===== src/rtl/mem_arb.sv =====
// Two-to-one arbiter sharing one ram between the instruction and data ports.
// Data port has fixed priority; each port holds at most one pending request.
module mem_arb #(
    parameter int AW = 32,
    parameter int DW = 32
) (
    input  logic              clk,
    input  logic              rst,
    input  logic [AW-1:0]     i_addr,
    input  logic              i_rstrb,
    output logic [DW-1:0]     i_rdata,
    output logic              i_rbusy,
    input  logic [AW-1:0]     d_addr,
    input  logic [DW-1:0]     d_wdata,
    input  logic [DW/8-1:0]   d_wmask,
    input  logic              d_rstrb,
    input  logic              d_wstrb,
    output logic [DW-1:0]     d_rdata,
    output logic              d_rbusy,
    output logic              d_wbusy,
    output logic [AW-1:0]     m_addr,
    output logic [DW-1:0]     m_wdata,
    output logic [DW/8-1:0]   m_wmask,
    output logic              m_rstrb,
    output logic              m_wstrb,
    input  logic [DW-1:0]     m_rdata,
    input  logic              m_rbusy,
    input  logic              m_wbusy
);
    typedef enum logic [1:0] {IDLE, ISSUE, WAIT} state_t;

    state_t            state_q, state_d;
    logic              gnt_q, gnt_d;
    logic              i_pend_q, i_pend_d;
    logic [AW-1:0]     i_addr_q, i_addr_d;
    logic              d_pend_q, d_pend_d;
    logic              d_we_q, d_we_d;
    logic [AW-1:0]     d_addr_q, d_addr_d;
    logic [DW-1:0]     d_wdata_q, d_wdata_d;
    logic [DW/8-1:0]   d_wmask_q, d_wmask_d;
    logic [DW-1:0]     i_rdata_q, i_rdata_d;
    logic [DW-1:0]     d_rdata_q, d_rdata_d;
    logic [AW-1:0]     m_addr_q, m_addr_d;
    logic [DW-1:0]     m_wdata_q, m_wdata_d;
    logic [DW/8-1:0]   m_wmask_q, m_wmask_d;
    logic              m_rstrb_q, m_rstrb_d;
    logic              m_wstrb_q, m_wstrb_d;
    logic              mem_busy, i_done, d_done, rem_i, rem_d, launch;

    always_comb begin
        state_d   = state_q;
        gnt_d     = gnt_q;
        i_pend_d  = i_pend_q;
        i_addr_d  = i_addr_q;
        d_pend_d  = d_pend_q;
        d_we_d    = d_we_q;
        d_addr_d  = d_addr_q;
        d_wdata_d = d_wdata_q;
        d_wmask_d = d_wmask_q;
        i_rdata_d = i_rdata_q;
        d_rdata_d = d_rdata_q;
        m_addr_d  = m_addr_q;
        m_wdata_d = m_wdata_q;
        m_wmask_d = m_wmask_q;
        m_rstrb_d = 1'b0;
        m_wstrb_d = 1'b0;
        i_done    = 1'b0;
        d_done    = 1'b0;
        mem_busy  = (gnt_q && d_we_q) ? m_wbusy : m_rbusy;

        case (state_q)
            ISSUE: state_d = WAIT;
            WAIT: begin
                if (!mem_busy) begin
                    i_done  = !gnt_q;
                    d_done  = gnt_q;
                    state_d = IDLE;
                end
            end
            default: state_d = IDLE;
        endcase

        // Requests still pending once the current completion is retired
        rem_i  = i_pend_q && !i_done;
        rem_d  = d_pend_q && !d_done;
        launch = (state_q == IDLE || (state_q == WAIT && !mem_busy))
                 && (rem_i || rem_d);

        if (launch) begin
            state_d = ISSUE;
            gnt_d   = rem_d;
            if (rem_d) begin
                m_addr_d  = d_addr_q;
                m_wdata_d = d_wdata_q;
                m_wmask_d = d_wmask_q;
                m_wstrb_d = d_we_q;
                m_rstrb_d = !d_we_q;
            end else begin
                m_addr_d  = i_addr_q;
                m_rstrb_d = 1'b1;
            end
        end

        if (i_done) begin
            i_pend_d  = 1'b0;
            i_rdata_d = m_rdata;
        end
        if (d_done) begin
            d_pend_d = 1'b0;
            if (!d_we_q) d_rdata_d = m_rdata;
        end

        if (!i_pend_q && i_rstrb) begin
            i_pend_d = 1'b1;
            i_addr_d = i_addr;
        end
        // A write wins over a simultaneous read strobe
        if (!d_pend_q && (d_rstrb || d_wstrb)) begin
            d_pend_d  = 1'b1;
            d_we_d    = d_wstrb;
            d_addr_d  = d_addr;
            d_wdata_d = d_wdata;
            d_wmask_d = d_wmask;
        end
    end

    always_ff @(posedge clk or posedge rst) begin
        if (rst) begin
            state_q   <= IDLE;
            gnt_q     <= 1'b0;
            i_pend_q  <= 1'b0;
            i_addr_q  <= '0;
            d_pend_q  <= 1'b0;
            d_we_q    <= 1'b0;
            d_addr_q  <= '0;
            d_wdata_q <= '0;
            d_wmask_q <= '0;
            i_rdata_q <= '0;
            d_rdata_q <= '0;
            m_addr_q  <= '0;
            m_wdata_q <= '0;
            m_wmask_q <= '0;
            m_rstrb_q <= 1'b0;
            m_wstrb_q <= 1'b0;
        end else begin
            state_q   <= state_d;
            gnt_q     <= gnt_d;
            i_pend_q  <= i_pend_d;
            i_addr_q  <= i_addr_d;
            d_pend_q  <= d_pend_d;
            d_we_q    <= d_we_d;
            d_addr_q  <= d_addr_d;
            d_wdata_q <= d_wdata_d;
            d_wmask_q <= d_wmask_d;
            i_rdata_q <= i_rdata_d;
            d_rdata_q <= d_rdata_d;
            m_addr_q  <= m_addr_d;
            m_wdata_q <= m_wdata_d;
            m_wmask_q <= m_wmask_d;
            m_rstrb_q <= m_rstrb_d;
            m_wstrb_q <= m_wstrb_d;
        end
    end

    assign i_rdata = i_rdata_q;
    assign i_rbusy = i_pend_q;
    assign d_rdata = d_rdata_q;
    assign d_rbusy = d_pend_q && !d_we_q;
    assign d_wbusy = d_pend_q && d_we_q;
    assign m_addr  = m_addr_q;
    assign m_wdata = m_wdata_q;
    assign m_wmask = m_wmask_q;
    assign m_rstrb = m_rstrb_q;
    assign m_wstrb = m_wstrb_q;
endmodule


===== config.mk =====
export PLATFORM = sky130hd
export DESIGN_NAME = mem_arb
export DESIGN_NICKNAME = d
export VERILOG_FILES = /design/src/rtl/mem_arb.sv
export SDC_FILE = /design/constraint.sdc
export NUM_CORES = 1
export LEC_CHECK = 0
export BUFFER_PORTS_ARGS = -buffer_cell sky130_fd_sc_hd__buf_2
export CAP_MARGIN = 20
export CORE_MARGIN = 5
export CORE_UTILIZATION = 33
export DETAILED_ROUTE_END_ITERATION = 10
export PLACE_DENSITY = 0.63
export SLEW_MARGIN = 20
export SYNTH_ARGS = -nofsm -noshare
export SYNTH_HDL_FRONTEND = slang
export SYNTH_SLANG_ARGS = --single-unit
export TNS_END_PERCENT = 20

===== constraint.sdc =====
create_clock -name clk -period 7.9 [get_ports clk]
set_clock_uncertainty 0.2 [all_clocks]
set_input_delay 0.79 -clock clk [delete_from_list [all_inputs] [get_ports clk]]
set_output_delay 0.79 -clock clk [all_outputs]
set_load 0.01 [all_outputs]

Word-level counts from Yosys, hierarchy flattened
Index checks and enable logic that the tools add are counted.
- flip-flop bits (word level): 240
- input port bits: 139
- output and inout port bits: 137
- bitwise gates (word level): 1
- eq/ne operators: 3
- muxes and demuxes: 17
- reductions and logical operators: 24
- operators by type and width (operator ; count):
    32-bit two-way mux ; 1
    1-bit two-way mux ; 13
    1-bit logical AND ; 9
    1-bit zero test ; 7
    2-bit two-way mux ; 2
    2-bit case mux with 2 select lines ; 1
    2-bit AND reduction ; 2
    2-bit nonzero test ; 2
    1-bit logical OR ; 3
    3-bit inequality test (second input constant) ; 1
    2-bit by 1-bit == test with 1-bit output (second input constant) ; 1
    2-bit == test (second input constant) ; 1
    2-bit zero test ; 1
    1-bit NOT ; 1

Longest topological paths before layout
- word-level depth: 9
- mapped depth: 6
- mapped depth without buffers: 4

Worst setup path before layout
No wires, ideal clock.
- path kind: input to register
- from: input m_wbusy
- to: register m_addr_q[16] (netlist: m_addr[16])
- data required time: 7575 ps
- stages on the path: 5
- arrival time: 2250 ps
- setup slack: 5326 ps
- path through: and3_1 or2_2 a221oi_4 buf_6 mux2_2
- word-level cells in the longest chain between the ends: 7
- elaborated cells on any way between the ends: 15
- ends and longest elaborated chain (what ; RTL line ; source):
    start: declaration ; 28 ; input logic m_wbusy
    1-bit two-way mux * ; 69 ; mem_busy = (gnt_q && d_we_q) ? m_wbusy : m_rbusy;
    1-bit two-way mux ; 74 ; if (!mem_busy) begin
    1-bit two-way mux ; 71 ; case (state_q)
    1-bit zero test, on equally long branches ; 84, 85 ;
    1-bit logical AND, on equally long branches ; 84, 85 ;
    1-bit logical OR ; 87 ; && (rem_i || rem_d);
    1-bit logical AND ; 87 ;
    end signal: assignment ; 157 ; m_addr_q <= m_addr_d;
    end: declaration ; 43 ; logic [AW-1:0] m_addr_q, m_addr_d;
Mark *: on every way between the ends. The rest lies on a longest branch, timed or not.
A chain may end at the register's enable or synchronous reset.

Final worst setup path
- from: register d_we_q
- to: register m_addr_q[24] (netlist: m_addr[24])
- word-level cells in the longest chain between the ends: 8
- elaborated cells on any way between the ends: 16
- ends and longest elaborated chain (what ; RTL line ; source):
    start: declaration ; 37 ; logic d_we_q, d_we_d;
    start signal: assignment ; 151 ; d_we_q <= d_we_d;
    1-bit logical AND * ; 69 ;
    1-bit two-way mux * ; 69 ;
    1-bit two-way mux ; 74 ;
    1-bit two-way mux ; 71 ;
    1-bit zero test, on equally long branches ; 84, 85 ;
    1-bit logical AND, on equally long branches ; 84, 85 ;
    1-bit logical OR ; 87 ;
    1-bit logical AND ; 87 ;
Marks and branches as above.

==> metrics.cfg <==
[yosys]
ys_types = 22
postSynthAreaPerCell_um2 = 16.6
yosysMostFrequentCell = mux2_2
synth-edff-count = 0
syn-num-nets = 699
synthFlopType = dfrtp_1
yosys.area.top_type = dfrtp_1
netlist_area_mm2 = 0.00932
yosysWarningCount = 0
async_flop_share_pct = 100
ys_top_cells_by_count = mux2_2 (264), dfrtp_1 (240), clkbuf_1 (16), buf_2 (7), inv_1 (5)
ys_seq_area_share_pct = 64.4
synthesis.instances = 560
ys_seq_elements = 240
yosysTopAreaCellShare_pct = 64.4
ys_top_cells_by_area = dfrtp_1 (64%), mux2_2 (32%), clkbuf_1 (0.64%), buf_6 (0.48%), buf_2 (0.38%)

[sta]
setup_violations = 0
hold_viol = 0
fin_crit_sh_pct = 35.7
clock.fmax_ghz = 0.355
maxSlewHeadroom_pct = 27.1
fin_ws_ns = 5.08
rsz0062_at_grt = no
period_minus_slack_ns = 2.82
setup-tns-final_ns = 0
drv_slew = 0
tightest_slew_ns = 1.09

[route]
ant_nets = 0
wl_per_cell_um = 16.8
avgViaCountPerCell = 4.47
num_vias = 5538
drt_iter0_markers = 192
drt-total-wl_mm = 20.8
dr.pass1.iters = 4
drcViolationCount = 0

[clock_network]
cts_buffers = 26
hold_buffers = 0
clk_latency_ns = 0.52
htreeDepth = 1
cts_resized = 0
cts.sinks = 240
post_cts_buffers = 0
cts.path.max_buffers = 3
clk_root_buffer_cell = clkbuf_16
clk_pin_slew_ns = 0.06
cts_tree = done

[pwr]
switchingPower_mw = 1.62
p_comb_share_pct = 36.3
p_clk_share_pct = 23.1
power-per-cell-area_mw_per_mm2 = 446
vdd_ir_drop_max_mv = 0.191
switching_share_pct = 30.3
p_int_mw = 3.74
total_power_mw = 5.36
p_leak_nw = 5.62
p_seq_share_pct = 40.6

[cells_and_area]
n_fill_cell = 2562
final_nets = 982
drive_gt1_share_pct = 69.2
n_antenna_cell = 0
syn2layout_area_growth_pct = 29.0
finalInstanceArea_mm2 = 0.0120

[floorplanning]
start_util_pct = 33.5
core-area_mm2 = 0.0279
io_pins = 276
rows = 61
die_h_um = 178
dieArea_mm2 = 0.0317
dieWidth_um = 178

[job]
drv_cap = 0

[setup_path]
crit_required_ns = 8.10
cp.depth = 5
cp_num_buf_inv = 1
r2r_cells = 5
worstPathMaxFanout = 35
path_class = register to register
path_delay_family = compound AO/OA/AOI/OAI gates
path_cells = mux2i_1, a41o_2, a221oi_4, buf_4, mux2_2
cp_slowest_cell = a41o_2
worstPathArrival_ns = 3.02
start_kind = register
cp-end-kind = register
cpPeakStageDelay_ns = 0.63

[placed_design]
dpl_cell_area_mm2 = 0.0111
gp_congestion = 0.692
place_ws_ns = 4.61
dp_hpwl_mm = 14.2
io_buffers = 275

[outcome]
outcome = complete, no violations

[global_routing]
grt_use_total_pct = 12.7
antenna_found_initial = 2
grt_pass1_vias = 5970
grt_max_degree = 127
grt-ovfl-total = 0
grt_pass1_wl_mm = 32.5

[hold_path]
hold_path.class = input pin to asynchronous set/reset pin

## state kept, by name (all words and copies together) (netlist names)
signal and cells:
d_addr_q 32, d_pend_q 1, d_rdata 32, d_wdata_q 32, d_we_q 1, d_wmask_q 4
gnt_q 1, i_addr_q 32, i_rbusy 1, i_rdata 32, m_addr 32, m_rstrb 1
m_wdata 32, m_wmask 4, m_wstrb 1, state_q 2
## cells by family after synthesis
family / Yosys count / synth area share [%]
muxes: 267 / 32.2
DFF: 240 / 64.4
buffers and inverters: 32 / 1.70
and+or+nand+nor: 14 / 0.926
AOI/OAI and AO/OA: 7 / 0.711
## cells in the final DEF, fill, tap and decap left out
cell	instances
clkinvlp_4	2
buf_2	275
inv_8	1
nand4_1	2
clkbuf_8	8
nor2_2	1
o21ai_4	1
mux2_2	264
nand2b_1	1
a21boi_0	2
clkbuf_16	27
a221oi_4	1
mux2_1	1
clkinv_2	3
clkbuf_1	4
o21ai_0	2
inv_1	4
a41o_2	1
buf_12	1
nor2_1	1
and2_1	1
buf_4	6
bufinv_16	2
nand2_1	2
or2_2	1
mux2i_1	2
and3_1	3
nor2b_4	1
dfrtp_1	240
nor4b_4	1
## power groups by stage
stage / clock (mW) / combinational, mW / sequential [mW]
finish: 1.24 / 1.95 / 2.18
floorplan: 0 / 1.20 / 2.31
global placement: 0 / 1.94 / 2.20
global route: 1.33 / 2.13 / 2.26
CTS: 1.28 / 2.00 / 2.19
detailed placement: 0 / 2.00 / 2.20
## path summary, 6_finish.rpt
| path | from | endpoint | slack [ns] |
|---|---|---|---|
| max in group asynchronous | rst | d_addr_q[1] | 6.15 |
| worst min register to register | d_wdata_q[31] | m_wdata[31] | 0.30 |
| min in group clk | d_wdata_q[31] | m_wdata[31] | 0.30 |
| worst max register to register | d_we_q | m_addr[24] | 5.08 |
| worst min-delay path | rst | d_rdata[20] | 0.18 |
| worst max-delay path | d_we_q | m_addr[24] | 5.08 |
## per-layer routing
layer | share of wire, % | up-vias | global-route usage (%) | wire (µm)
met3 | 7.6 | 36 | 3.03 | 1580
met2 | 49 | 182 | 22.0 | 10200
met5 | 0.058 | - | 0 | 12
met4 | 2.5 | 2 | 3.35 | 520
met1 | 41 | 2758 | 16.1 | 8580
li1 | - | 2560 | - | -
## metrics by stage
step	cells	utilization [%]	hold slack, ns
2_1_floorplan	560	-	0.275
3_3_place_gp	1193	40.0	0.279
3_5_place_dp	1193	40.0	0.285
4_1_cts	1239	43.2	0.226
5_1_grt	1239	43.2	0.263
6_report	1239	43.2	0.179
## worst register-to-register path, cell delays in order (launching register included)
cell	delay, ns
dfrtp_1	0.45
mux2i_1	0.17
a41o_2	0.63
a221oi_4	0.36
buf_4	0.48
mux2_2	0.42
## cell type report
class                      count  area (µm²)  area share [%]
timing repair buffer         282        1440            12.0
multi-input combinational    288        3190            26.5
inverter                       5        26.3           0.218
clock buffer                  39         801            6.66
clock inverter                 7        90.1           0.749
tap                          378         473            3.93
sequential                   240        6010            49.9
Power figures use the tool's default switching activity.
